===== config.mk =====
export PLATFORM = sky130hd
export DESIGN_NAME = output_controller
export DESIGN_NICKNAME = d
export VERILOG_FILES = /design/src/rtl/output_controller.sv
export SDC_FILE = /design/constraint.sdc
export NUM_CORES = 1
export LEC_CHECK = 0
export ABC_AREA = 1
export ABC_CLOCK_PERIOD_IN_PS = 2070
export CORE_ASPECT_RATIO = 0.5
export CORE_MARGIN = 1.5
export CORE_UTILIZATION = 30
export CTS_BUF_LIST = sky130_fd_sc_hd__clkbuf_16
export CTS_CLUSTER_SIZE = 14
export DETAILED_ROUTE_END_ITERATION = 16
export SYNTH_ARGS = -nofsm -noshare
export SYNTH_HDL_FRONTEND = slang
export SYNTH_SLANG_ARGS = --single-unit

===== constraint.sdc =====
create_clock -name clk -period 2.07 [get_ports clk]
set_input_delay 0.3105 -clock clk [delete_from_list [all_inputs] [get_ports clk]]
set_output_delay 0.3105 -clock clk [all_outputs]
set_load 0.05 [all_outputs]

===== src/rtl/output_controller.sv =====
// Ring output controller: arbitrates cw/pe input controllers into even/odd VC buffers.
// Optional OUTPUT_CONTROLLER_PKT_COUNT_EN adds a 16-bit sent_count port.
module output_controller #(
    parameter int DATA_WIDTH = 64,
    parameter int HOP_MSB    = 55
) (
    input  logic                  clk,
    input  logic                  reset,
    input  logic                  polarity,
    input  logic                  req_1,
    input  logic [DATA_WIDTH-1:0] data_1,
    input  logic                  req_2,
    input  logic [DATA_WIDTH-1:0] data_2,
    output logic                  grant_1,
    output logic                  grant_2,
    output logic                  so,
    input  logic                  ro,
    output logic [DATA_WIDTH-1:0] dout
`ifdef OUTPUT_CONTROLLER_PKT_COUNT_EN
    ,
    output logic [15:0]           sent_count
`endif
);

    localparam int VC_BIT = DATA_WIDTH - 1;

    logic [DATA_WIDTH-1:0] even_buf;
    logic [DATA_WIDTH-1:0] odd_buf;
    logic                  even_full;
    logic                  odd_full;
    logic                  rr_ptr;

    logic                  w_full;
    logic                  l_full;
    logic [DATA_WIDTH-1:0] l_buf;
    logic                  elig_1;
    logic                  elig_2;
    logic                  both_elig;
    logic [DATA_WIDTH-1:0] cap_pkt;

    // Thermometer hop count: one hop consumed is a right shift by one.
    function automatic logic [DATA_WIDTH-1:0] dec_hop(
        input logic [DATA_WIDTH-1:0] pkt
    );
        logic [DATA_WIDTH-1:0] r;
        r = pkt;
        r[HOP_MSB -: 8] = {1'b0, pkt[HOP_MSB -: 7]};
        return r;
    endfunction

    // polarity=1: odd is writable, even on the link; polarity=0: the reverse.
    always_comb begin
        w_full = polarity ? odd_full : even_full;
        l_full = polarity ? even_full : odd_full;
        l_buf  = polarity ? even_buf : odd_buf;
    end

    always_comb begin
        elig_1    = req_1 & (data_1[VC_BIT] == polarity) & ~w_full & ~reset;
        elig_2    = req_2 & (data_2[VC_BIT] == polarity) & ~w_full & ~reset;
        both_elig = elig_1 & elig_2;
    end

    always_comb begin
        grant_1 = 1'b0;
        grant_2 = 1'b0;
        priority case (1'b1)
            both_elig: begin
                grant_1 = ~rr_ptr;
                grant_2 = rr_ptr;
            end
            elig_1:  grant_1 = 1'b1;
            elig_2:  grant_2 = 1'b1;
            default: ;
        endcase
    end

    always_comb begin
        cap_pkt = dec_hop(grant_2 ? data_2 : data_1);
        so      = l_full & ro & ~reset;
        dout    = so ? l_buf : '0;
    end

    always_ff @(posedge clk) begin
        if (reset) begin
            even_buf  <= '0;
            odd_buf   <= '0;
            even_full <= 1'b0;
            odd_full  <= 1'b0;
            rr_ptr    <= 1'b0;
        end else begin
            if (grant_1 | grant_2) begin
                if (polarity) begin
                    odd_buf  <= cap_pkt;
                    odd_full <= 1'b1;
                end else begin
                    even_buf  <= cap_pkt;
                    even_full <= 1'b1;
                end
            end
            // W and L are always different buffers, so these never collide.
            if (so) begin
                if (polarity) begin
                    even_full <= 1'b0;
                end else begin
                    odd_full <= 1'b0;
                end
            end
            if (both_elig) begin
                rr_ptr <= ~rr_ptr;
            end
        end
    end

`ifdef OUTPUT_CONTROLLER_PKT_COUNT_EN
    always_ff @(posedge clk) begin
        if (reset) begin
            sent_count <= '0;
        end else if (so) begin
            sent_count <= sent_count + 16'd1;
        end
    end
`endif

endmodule


======== Word level (Yosys, flattened, before mapping) ========
Cells that the tools add are included.
cells by class
  equal/unequal tests ..................... 2
  muxes and demuxes ....................... 18
  bitwise logic cells ..................... 14
  reductions and logical operators ........ 2
operators with widths
  kind                 number
  2-to-1 mux 64 bit    3
  2-to-1 mux 1 bit     15
  AND 1 bit            9
  NOT 1 bit            4
  AND reduction 2 bit  2
  equality test 1 bit  2
  OR 1 bit             1
word-level totals
  register bits ........................... 129
  bits of input ports ..................... 134

======== Logic depth before layout (Yosys ltp) ========
  depth after elaboration ................. 11
  gate-level depth with buffers ........... 12

======== Least setup slack after synthesis ========
OpenSTA, ideal clock, no wires.
  kind .................................... input-to-output
  from .................................... input polarity
  to ...................................... output dout[61]
  arrival ................................. 2.700 ns
  slack ................................... -0.941 ns
  stages .................................. 7
  cells stage by stage .................... buf_4 > inv_4 > o21ai_0 > nor3_2 > nand2_1 > clkbuf_1 > o22ai_1
on the way
  longest elaborated chain between the ends .. 4
ends and longest elaborated chain
  what                     line  source
  from (decl)              9     input logic polarity,
  2-to-1 mux 1 bit         54    l_full = polarity ? even_full : odd_full;
  AND 1 bit (2 in series)  80    so = l_full & ro & ~reset;
  net so                   16    output logic so,
  2-to-1 mux 64 bit        81    dout = so ? l_buf : '0;
  to (decl)                18    output logic [DATA_WIDTH-1:0] dout
The timed path passes the listed nets, and every way through them passes these cells.

======== Final worst setup path ========
  from .................................... register odd_full
  to ...................................... output dout[14]
on the way
  longest elaborated chain between the ends .. 4
ends and longest elaborated chain
  what                     line  source
  from (decl)              30    logic odd_full;
  from (signal assigned)   89    odd_full <= 1'b0;
  from (signal assigned)   95    odd_full <= 1'b1;
  from (signal assigned)   106   odd_full <= 1'b0;
  2-to-1 mux 1 bit         54
  AND 1 bit (2 in series)  80
  2-to-1 mux 64 bit        81
No other way between the ends.

==> Flow_metrics.wiki <==
{| class="wikitable"
! Metric !! Value
|-
| Power density over the cells || 574 nW/um^2
|-
| Final #Nets || 1390
|-
| Combinational Power Share || 0.178
|-
| Clock Power Share || 0.427
|-
| DR vias || approximately 7700
|-
| Vias per Instance || 4.87
|-
| Worst setup path category || flop to primary output
|-
| Multiplexer share of the synthesized area || 0
|-
| Adder-Cell Fraction of Synth Area || 0
|-
| Root Buffer || sky130_fd_sc_hd__clkbuf_16
|-
| Final-layout setup total negative slack || -6840 ps
|-
| GRT Resource Usage Total || 0.216
|-
| Hold Path Class || flop to flop
|-
| Average size of a mapped cell || 6.46 sq um
|-
| Number of buffers inserted for hold repair after clock tree synthesis || 0
|-
| Number of instances in the synthesized netlist || 1069
|-
| Share of final-layout standard cells stronger than drive strength 1 || 0.177
|-
| Remaining Overflow, GRT || 0
|-
| Arr. time, crit path || approximately 1900 ps
|-
| H-tree levels || 4
|-
| Reported leakage power || 4.88 nW
|-
| Maximum number of pins on one net before global-route repair || 78
|-
| Largest area contributor in the synthesized netlist || sky130_fd_sc_hd__dfxtp_1
|-
| Compound-cell area share of the yosys netlist || 0.221
|-
| Most used standard cell by instance count after synthesis || sky130_fd_sc_hd__inv_1
|-
| Wirelength, routed || 26.0 mm
|-
| Switching power share of the total || 0.272
|-
| Failing checks || negative setup slack
|-
| Initial antenna violation count || 1
|-
| Highest Clock Rate || 0.448 GHz
|-
| Synth cell count leaders || sky130_fd_sc_hd__inv_1, sky130_fd_sc_hd__nand2_1, sky130_fd_sc_hd__a21oi_1, sky130_fd_sc_hd__dfxtp_1, sky130_fd_sc_hd__nand3_1
|-
| Main combinational cell family by area after synthesis || compound AO/OA/AOI/OAI gates
|-
| Area share of the largest cell type after synthesis || 0.374
|-
| Initial standard-cell utilization of the core || 0.304
|-
| Startpoint class of the critical path || flop
|-
| Wire length of the first global-routing pass || 40.2 mm
|-
| Worst setup slack after placement || -381 ps
|-
| Clock slew at reported path FFs || 60 ps
|-
| Area contributors post-synth || sky130_fd_sc_hd__dfxtp_1, sky130_fd_sc_hd__inv_1, sky130_fd_sc_hd__nand2_1
|-
| Slew at the pin closest to its max-slew limit || 839 ps
|-
| Vias in the first global route || 7564
|-
| Asr flop ratio synth || 0
|-
| Cts bufs inserted || 17
|-
| Clock tree from TritonCTS || yes
|-
| Cell with the largest stage delay on the worst path || sky130_fd_sc_hd__dfxtp_2
|-
| Worst VDD drop || 437 uV
|-
| X dimension of the die || 218 um
|-
| Net count after synthesis || about 1200
|-
| Area growth syn-to-layout || 68.9%
|-
| DRT Pass-1 Iters || 5
|-
| Total non-filler cell area in the finished layout || ~12000 sq um
|-
| Register bit total from synthesis || approximately 130
|-
| Largest delay contributor family on the critical path || buffers and inverters
|-
| DP Wirelength || 16.2 mm
|-
| Setup violation total in the final timing report || 63
|-
| Mapped cell area || 6910 sq um
|-
| Required time at the worst-slack endpoint || 1760 ps
|-
| Distinct cell type count of the synthesized netlist || 22
|-
| Internal Power || a little under 5 mW
|-
| Setup clock skew after layout || 7.35 ps
|-
| Clock insertion delay at the later pin of the skew report || around 400 ps
|-
| Antenna Violating Nets Remaining || 0
|-
| Prevailing post-synth register cell || sky130_fd_sc_hd__dfxtp_1
|-
| Crit path max fanout || 19
|-
| Num rows || 39
|-
| CP endpoint kind || primary output
|-
| CP max stage delay || 340 ps
|-
| Xor/xnor share of the synthesized area || 0
|-
| Status || finished, violations left
|-
| Sequential element share of the synthesized area || 0.374
|-
| Final Max Tran Viols || 0
|-
| Number of placed I/O pins || ~200
|-
| Area of the core || 22700 sq um
|-
| Share of total power in sequential cells || 0.395
|-
| Simple-Gate Fraction of Synth Area || 0.211
|-
| Input/output buffers || 197
|-
| Max-slew headroom || 0.440
|-
| Switch Pwr || 1.82 mW
|-
| Initial DRC count || 506
|-
| Number of sinks handled by clock tree synthesis || 129
|-
| Area after DPL || 10100 sq um
|-
| Ordered list of cells on the worst path || nor2_2 > nor3_4 > buf_4 > nand2_8 > buf_16 > o22ai_4 > buf_12
|-
| Min setup slack post-route || -162 ps
|-
| Final period util || 1.08
|-
| Min Tclk post-route || 2230 ps
|-
| Total buffers and inverters traversed by the critical path || 3
|-
| Die Span Y || between 100 and 150 um
|-
| Average detailed-routed wire length per instance || 16.5 um
|-
| Die footprint || 24000 sq um
|-
| Number of maximum-capacitance constraint violations || 0
|-
| Hold violation count in the final report || 0
|-
| Remaining routing DRC violations || 0
|-
| RSZ-0062 raised after global routing || true
|-
| Buffers from clock root to sink, at most || 2
|-
| Yosys warns || 0
|-
| Final RePlAce weighted congestion || 0.838
|-
| Number of enable flip-flop cells after synthesis || 0
|}
[routing by layer]
layer | up-vias | part of all wire | GRT usage
li1 | 3794 | - | -
met1 | 3648 | 0.44 | 0.267
met2 | 195 | 0.50 | 0.385
met3 | 42 | 0.040 | 0.0376
met4 | 0 | 0.022 | 0.0714
met5 | - | 0 | 0
[sequential cells by signal, summed over array words and instances, names as in the netlist]
| register | flops |
|---|---|
| rr_ptr | 1 |
| odd_full | 1 |
| even_buf | 63 |
| odd_buf | 63 |
| even_full | 1 |
[power by group through the flow]
stage | Combinational [mW] | Sequential [mW] | Clock, mW
5_1_grt | 1.29 | 2.66 | 3.05
2_1_floorplan | 0.569 | 2.69 | 0
3_3_place_gp | 1.03 | 2.70 | 0
6_report | 1.19 | 2.65 | 2.86
3_5_place_dp | 1.04 | 2.70 | 0
4_1_cts | 1.17 | 2.65 | 2.93
[cell usage in the layout, fill, tap and decap left out, types with 2 or more instances in the layout]
master	instances
sky130_fd_sc_hd__inv_1	261
sky130_fd_sc_hd__nand2_1	202
sky130_fd_sc_hd__a21oi_1	128
sky130_fd_sc_hd__clkdlybuf4s50_1	128
sky130_fd_sc_hd__nand3_1	127
sky130_fd_sc_hd__dfxtp_1	126
sky130_fd_sc_hd__buf_12	73
sky130_fd_sc_hd__o211ai_1	62
sky130_fd_sc_hd__o22ai_4	54
sky130_fd_sc_hd__buf_4	30
sky130_fd_sc_hd__clkbuf_16	18
sky130_fd_sc_hd__o22ai_2	8
sky130_fd_sc_hd__buf_16	7
sky130_fd_sc_hd__clkinv_2	6
sky130_fd_sc_hd__buf_6	5
sky130_fd_sc_hd__nand2_2	3
sky130_fd_sc_hd__clkinvlp_4	3
sky130_fd_sc_hd__o21ai_4	2
sky130_fd_sc_hd__nand2_8	2
sky130_fd_sc_hd__nor2_1	2
sky130_fd_sc_hd__inv_2	2
sky130_fd_sc_hd__clkinv_1	2
sky130_fd_sc_hd__bufinv_16	2
sky130_fd_sc_hd__dlygate4sd2_1	2
sky130_fd_sc_hd__dfxtp_2	2
[per-stage QoR]
step,hold WS (ps),utilization,total power [mW],std cells
after floorplan,424,-,3.26,1069
after global placement,439,0.444,3.73,1531
after detailed placement,438,0.444,3.75,1531
after CTS,514,0.511,6.75,1576
after global routing,540,0.514,7.00,1577
final,509,0.514,6.70,1577
[cells by family (layout without fill, tap and decap cells)]
kind of cell / after synthesis / in the layout
DFF: 129 / 129
and+or+nand+nor: 341 / 341
other: 1 / 2
buffers and inverters: 342 / 542
AOI/OAI and AO/OA: 256 / 256
[path summary, 6_finish.rpt]
path / from / endpoint / slack, ps / cells past startpoint
setup / recovery: odd_full$_SDFF_PP0_ / dout[14] / -160 / 7
hold / removal: even_buf[63]$_SDFFE_PP0P_ / even_buf[63]$_SDFFE_PP0P_ / 510 / 2
setup reg to reg: even_full$_SDFF_PP0_ / odd_buf[44]$_SDFFE_PP0P_ / 280 / 12
hold reg to reg: even_buf[63]$_SDFFE_PP0P_ / even_buf[63]$_SDFFE_PP0P_ / 510 / 2
[worst reg2reg max path, cell delays in order, from the launching register on]
cell	delay, ps
sky130_fd_sc_hd__dfxtp_4	350
sky130_fd_sc_hd__buf_4	130
sky130_fd_sc_hd__inv_1	50
sky130_fd_sc_hd__nand2_1	50
sky130_fd_sc_hd__nand2_1	100
sky130_fd_sc_hd__nand3_1	100
sky130_fd_sc_hd__nand2_1	150
sky130_fd_sc_hd__nand2_2	150
sky130_fd_sc_hd__inv_2	140
sky130_fd_sc_hd__buf_12	210
sky130_fd_sc_hd__nand3_1	150
sky130_fd_sc_hd__nand2_1	70
sky130_fd_sc_hd__inv_1	40
[repair_timing]
action,4_1_cts,5_1_grt
setup endpoints to repair,65,65
hold endpoints to repair,0,0
cloned,6,1
resized for setup,119,14
pin swaps,4,5
buffers inserted,7,1
[layout make-up]
class / instances / area [sq um]
clock inverters: 15 / 128
multi-input cells: 598 / 3840
repair buffers: 248 / 3310
fillers: 2135 / 11000
well taps: 307 / 384
inverters: 262 / 991
flip-flops and latches: 129 / 2590
diodes: 1 / 2.50
clock buffers: 17 / 425
No activity file was read; power rests on OpenSTA's default activity.
